<file path="src/rtl/instr_decode_queue.sv">
// rtl/instr_decode_queue.sv - rv32i decode-side instruction queue with head field split
// Optional feature macro: INSTR_ILLEGAL_CHECK_EN (adds illegal_instr output)
package rv32i_pkg;
   localparam int DPW = 32;

   typedef enum logic [6:0] {
      OPC_LOAD   = 7'b0000011,
      OPC_FENCE  = 7'b0001111,
      OPC_OP_IMM = 7'b0010011,
      OPC_AUIPC  = 7'b0010111,
      OPC_STORE  = 7'b0100011,
      OPC_OP     = 7'b0110011,
      OPC_LUI    = 7'b0110111,
      OPC_BRANCH = 7'b1100011,
      OPC_JALR   = 7'b1100111,
      OPC_JAL    = 7'b1101111,
      OPC_SYSTEM = 7'b1110011
   } instr_type_t;

   typedef logic [2:0] func_code_t;
endpackage

module instr_decode_queue
   import rv32i_pkg::*;
#(
   parameter int ADW   = 5,
   parameter int DEPTH = 4,
   parameter int PCW   = 32
) (
   input  logic                         clk,
   input  logic                         reset,
   input  logic                         flush,
   input  logic                         in_valid,
   output logic                         in_ready,
   input  logic [DPW-1:0]               in_instr,
   input  logic [PCW-1:0]               in_pc,
   output logic                         out_valid,
   input  logic                         out_ready,
   output instr_type_t                  instr_type,
   output func_code_t                   func_code,
   output logic                         funct7b5,
   output logic [ADW-1:0]               addr_1,
   output logic [ADW-1:0]               addr_2,
   output logic [4:0]                   RdD,
   output logic [DPW-8:0]               instr_ext,
   output logic [PCW-1:0]               out_pc,
`ifdef INSTR_ILLEGAL_CHECK_EN
   output logic                         illegal_instr,
`endif
   output logic [$clog2(DEPTH+1)-1:0]   count
);

   localparam int AW = $clog2(DEPTH);
   localparam int CW = $clog2(DEPTH+1);

   logic [DPW-1:0] mem_instr [DEPTH];
   logic [PCW-1:0] mem_pc    [DEPTH];

   logic [AW-1:0]  wr_ptr_q, wr_ptr_d;
   logic [AW-1:0]  rd_ptr_q, rd_ptr_d;
   logic [CW-1:0]  count_q,  count_d;
   logic           push, pop;
   logic [DPW-1:0] head_instr;
   logic [PCW-1:0] head_pc;

   always_comb begin
      in_ready  = (count_q != CW'(DEPTH));
      out_valid = (count_q != '0);
      push      = in_valid & in_ready;
      pop       = out_valid & out_ready;
      wr_ptr_d  = wr_ptr_q;
      rd_ptr_d  = rd_ptr_q;
      count_d   = count_q;
      if (flush) begin
         wr_ptr_d = '0;
         rd_ptr_d = '0;
         count_d  = '0;
      end else begin
         if (push) wr_ptr_d = wr_ptr_q + AW'(1);
         if (pop)  rd_ptr_d = rd_ptr_q + AW'(1);
         case ({push, pop})
            2'b10:   count_d = count_q + CW'(1);
            2'b01:   count_d = count_q - CW'(1);
            default: count_d = count_q;
         endcase
      end
   end

   always_ff @(posedge clk) begin
      if (reset) begin
         wr_ptr_q <= '0;
         rd_ptr_q <= '0;
         count_q  <= '0;
      end else begin
         wr_ptr_q <= wr_ptr_d;
         rd_ptr_q <= rd_ptr_d;
         count_q  <= count_d;
      end
   end

   // Storage is deliberately unreset; out_valid gating hides stale contents.
   always_ff @(posedge clk) begin
      if (push && !flush && !reset) begin
         mem_instr[wr_ptr_q] <= in_instr;
         mem_pc[wr_ptr_q]    <= in_pc;
      end
   end

   always_comb begin
      head_instr = out_valid ? mem_instr[rd_ptr_q] : '0;
      head_pc    = out_valid ? mem_pc[rd_ptr_q]    : '0;
      instr_type = instr_type_t'(head_instr[6:0]);
      func_code  = head_instr[14:12];
      funct7b5   = head_instr[30];
      addr_1     = ADW'(head_instr[19:15]);
      addr_2     = ADW'(head_instr[24:20]);
      RdD        = head_instr[11:7];
      instr_ext  = head_instr[DPW-1:7];
      out_pc     = head_pc;
      count      = count_q;
   end

`ifdef INSTR_ILLEGAL_CHECK_EN
   logic opcode_known;

   always_comb begin
      opcode_known = 1'b0;
      case (head_instr[6:0])
         OPC_LOAD, OPC_FENCE, OPC_OP_IMM, OPC_AUIPC, OPC_STORE, OPC_OP,
         OPC_LUI, OPC_BRANCH, OPC_JALR, OPC_JAL, OPC_SYSTEM: opcode_known = 1'b1;
         default: opcode_known = 1'b0;
      endcase
      illegal_instr = out_valid & ((head_instr[1:0] != 2'b11) | !opcode_known);
   end
`endif

endmodule

</file>
<file path="config.mk">
export PLATFORM = sky130hd
export DESIGN_NAME = instr_decode_queue
export DESIGN_NICKNAME = d
export VERILOG_FILES = /design/src/rtl/instr_decode_queue.sv
export SDC_FILE = /design/constraint.sdc
export NUM_CORES = 1
export LEC_CHECK = 0
export BUFFER_PORTS_ARGS = -buffer_cell sky130_fd_sc_hd__clkbuf_2
export CORE_MARGIN = 2
export CORE_UTILIZATION = 56
export CTS_CLUSTER_DIAMETER = 200
export DETAILED_ROUTE_END_ITERATION = 10
export PLACE_DENSITY = 0.79
export SETUP_SLACK_MARGIN = 0.02
export SLEW_MARGIN = 15
export SYNTH_ARGS = -nofsm -noshare
export SYNTH_HDL_FRONTEND = slang
export SYNTH_SLANG_ARGS = --single-unit
</file>
<file path="constraint.sdc">
create_clock -name clk -period 2.9 [get_ports clk]
set_input_delay 0.725 -clock clk [delete_from_list [all_inputs] [get_ports clk]]
set_output_delay 0.725 -clock clk [all_outputs]
set_load 0.01 [all_outputs]
</file>
# Yosys cells after proc, flatten, opt, wreduce, memory -nomap -nowiden
# Memories as Yosys holds them, arrays and structs flattened. A register that Yosys moved wholly into a read port is not among the register bits.
# Index checks and enable logic that the tools add are counted.
# word_totals
ram_bits	256
reg_bits	7
output_inout_bits	88
wordCells	30
mem_count	2
inputBits	69
# memory_table
memory	words	word_bits	read_ports	rd_ports_with_merged_regs	write_ports	line	source
mem_instr	4	32	1	1	1	56	logic [DPW-1:0] mem_instr [DEPTH];
mem_pc	4	32	1	1	1	57	logic [PCW-1:0] mem_pc [DEPTH];
# classes
bitwise	2
reduce_logical	7
mux	9
add_sub_neg	4
eq_ne	3
# ops
operator	n
two-way mux 32 bit	2
two-way mux 2 bit	4
case mux 3 bit (2 select lines)	1
adder 2 x 1 -> 2 bit, second input constant	2
adder 3 x 1 -> 3 bit, second input constant	1
inequality test 3 bit, second input constant	1
nonzero test 3 bit	1
subtractor 3 x 1 -> 3 bit, second input constant	1
bitwise AND 1 bit	2
== test 2 x 1 -> 1 bit, second input constant	1
== test 2 bit, second input constant	1
logical AND 1 bit	2
zero test 1 bit	2
two-way mux 1 bit	2
nonzero test 2 bit	1
OR reduction 2 bit	1

# Longest topological paths before layout
# logic_depth
word_depth	6
mapped_depth	10
ltp_nobuf	9

# Worst setup path before layout
# Ideal clock, no wire load.
# synth_path
path_kind	reg-to-reg
start	register count_q[2], in the netlist count[2]
end	register count_q[2], in the netlist count[2]
n_path_buf	1
t_required_ns	2.830
t_arrival_ns	2.421
setup_slack_ns	0.409
stages_incl_launch_ff	11
setup_ns	0.070
period_less_slack_ns	2.491
cell_sequence	dfxtp_1 > or3b_4 > and2_4 > buf_6 > inv_1 > ha_1 > inv_1 > fa_1 > xor2_1 > or3_2 > a21oi_1
# synth_via
elab_chain_len	4
elab_cells_between_ends	10
classes_between	add/sub (2); eq/ne (3); mux (1); bitwise (2); reduce/logical (2)
# synth_rtl
item	line	source
start: declaration	61	logic [CW-1:0] count_q, count_d;
start signal: assignment	97	count_q <= count_d;
inequality test 3 bit *	67	in_ready = (count_q != CW'(DEPTH));
net in_ready	34	output logic in_ready,
bitwise AND 1 bit *	69	push = in_valid & in_ready;
== test 2 x 1 -> 1 bit or == test 2 bit (tied branches)	81	case ({push, pop})
case mux 3 bit (2 select lines) or nonzero test 2 bit (tied branches)	n/a	
# Mark *: on every way through the listed nets, which the timed path passes. The rest lies on a longest branch.
# A chain may end at the register's enable or synchronous reset.

==> results.ini <==
[run_status]
outcome = completed

[clocking]
htree_levels = 1
clock_path_buffers = 3
insertion_delay_ns = 0.52
post_cts_buffers = 0
clk_pin_slew_ns = 0.06
cts_buffers = 26
clock-sinks = 265
cts_tree = done
cts_root_buf = clkbuf_16

[worst_setup_path]
path_max_fanout = 18
reg2reg_to = count[2]$_SDFFE_PP0P_
rrSetupSlack_ns = 0.34
crit_required_ns = 2.17
r2r_cells = 9
crit_path_start_kind = flop
end_kind = output pin
r2r_start = count[2]$_SDFFE_PP0P_
cp.arrival_ns = 2.08
worst-setup-path-type = flop to output pin

[global_route]
grt_pass1_wl_um = 28600
grt_util_met3 = 0.0413
grt_pass1_vias = 5260
grt.total_usage = 0.190
grt_overflow = 0
grt_use_met1 = 0.253
use_met2 = 0.327
grt_max_degree = 66
antenna_found_initial = 1
grt_busiest_layer = met2

[timing]
clock_skew_ns = 0.0202
hold_viol = 0
whs_ns = 0.427
timing.fmax_mhz = 357
tightest_slew_ns = 0.533
drv_slew = 0
post-route-period-util = 0.966
setup_viol = 0
rsz0062_at_grt = false
finalSetupTns_ns = 0
finalCriticalPeriod_ns = 2.80
relSlewSlack = 0.640

[route]
drc = 0
drt_iter0_drc = 326
dr.pass1.iters = 6
via_per_inst = 5.63
antenna_left = 0
vias = 4961
wire_per_inst_um = 21.4
wl_um = 18800

[placement]
hpwlAfterDp_um = 11200
place.gp.congestion = 0.737
dp_cells = 834
place_area_um2 = 11300
portBuffers = 156

[yosys]
yosys.area.top_type_share = 0.745
synth_edf_count = 256
synth_cell_types = 27
synth_common_cells = 256 x edfxtp_1, 64 x and2_1, 64 x mux4_2
avgSynthCellArea_um2 = 21.6
yosys.area.top_type = edfxtp_1
synthCells = 478
synth_seq_cells = 265
syn_area_um2 = 10300
synthArstFlopShare = 0
ys.warnings.count = 0
synth_fp_nets = 553
synthFlopType = edfxtp_1
synthTopCellsByArea = edfxtp_1 75%, mux4_2 14%, and2_1 3.9%
ys_seq_area_frac = 0.763
synth_most_common_cell = edfxtp_1

[die]
dieArea_um2 = 19500
io_pins = 157
die_x_um = 140
core_area_um2 = 18000
start_util = 0.572
die_h_um = 140
num_rows = 49

[hold_path]
hold_depth = 1
min_to = mem_instr[2][27]$_DFFE_PP_
holdCritPathClass = input pin to flop
hp-start = in_instr[27]

[cells_and_area]
design_area_um2 = 12200
diodes = 0
nNetsFinal = 711
layout-drive-gt1-share = 0.428
layout.cells.non_filler = 881
area_growth_pct = 18.0

[power_and_ir_drop]
powerDensity_nw_per_um2 = 632
p_leak_nw = 4.23
ir_drop_mv = 0.512

[flow_run]
drv_cap = 0

==> cell families after synthesis <==
kind of cell	share of synthesized area
AOI/OAI and AO/OA	0.00424
xor gates and xnor gates	0.00340
adders and majority gates	0.00800
buffers and inverters	0.0315
DFF	0.763
muxes	0.141
and+or+nand+nor	0.0495
==> layer usage <==
metal / vias up / share of wire
li1: 2210 / -
met5: - / 0.00069
met3: 32 / 0.064
met2: 179 / 0.50
met1: 2538 / 0.42
met4: 2 / 0.019
==> state kept, by name, summed over array words and instances (netlist names), named ones only <==
signal	count
rd_ptr_q	2
mem_pc	128
mem_instr	128
wr_ptr_q	2
count	3
==> critical path, stage by stage (launching register included) <==
cell and delay [ns]:
dfxtp_4 0.47, clkbuf_16 0.27, mux4_2 0.50, and2_1 0.18, clkbuf_2 0.13
==> power by group <==
group          internal (mW)  total, mW  switching (mW)  leakage [nW]
clock network           1.77       3.04            1.28         0.377
logic                  0.179      0.400           0.221          1.46
registers               4.24       4.25          0.0140          2.39
total                   6.18       7.69            1.51          4.23
==> how the worst max path moves through the flow <==
| stage | endpoint | cells past startpoint |
|---|---|---|
| 4_1_cts | instr_ext[7] | 4 |
| 3_3_place_gp | count[2]$_SDFFE_PP0P_ | 9 |
| 6_report | out_pc[9] | 4 |
| 2_1_floorplan | count[2]$_SDFFE_PP0P_ | 10 |
| 3_5_place_dp | count[2]$_SDFFE_PP0P_ | 9 |
| 5_1_grt | out_pc[28] | 4 |
==> metrics by stage <==
stage,power (mW),setup WS [ns],utilization
floorplan,4.55,0.409,-
global placement,4.71,0.511,0.627
detailed placement,4.73,0.386,0.627
CTS,7.76,0.0214,0.670
global route,7.94,0.0340,0.675
finish,7.69,0.0983,0.675
==> cell usage in the layout, fill, tap and decap left out, types with 3 or more instances in the layout <==
| cell type | Yosys | routed |
|---|---|---|
| edfxtp_1 | 256 | 256 |
| clkbuf_2 | 0 | 156 |
| mux4_2 | 64 | 64 |
| and2_1 | 64 | 64 |
| clkbuf_16 | 0 | 30 |
| clkinv_1 | 0 | 8 |
| inv_1 | 7 | 7 |
| nor2_1 | 7 | 7 |
| dfxtp_1 | 9 | 7 |
| buf_12 | 0 | 6 |
| ha_1 | 5 | 5 |
| clkbuf_1 | 9 | 5 |
| and3_4 | 0 | 4 |
| xor2_1 | 4 | 4 |
| buf_4 | 20 | 4 |
| clkinv_2 | 0 | 3 |
==> repair_timing <==
item,4_1_cts,5_1_grt
gates resized for setup,0,3
hold buffers,0,0
endpoints found under the setup margin,0,81
==> final cells by class <==
cell class	count	area, um2
clock buffers	32	694
inverters	7	26.3
fillers	1201	5860
flip-flops and latches	265	7880
repair buffers	172	1070
well taps	229	287
clock inverters	12	75.1
multi-input cells	164	2140
No activity file was read; power rests on OpenSTA's default activity.
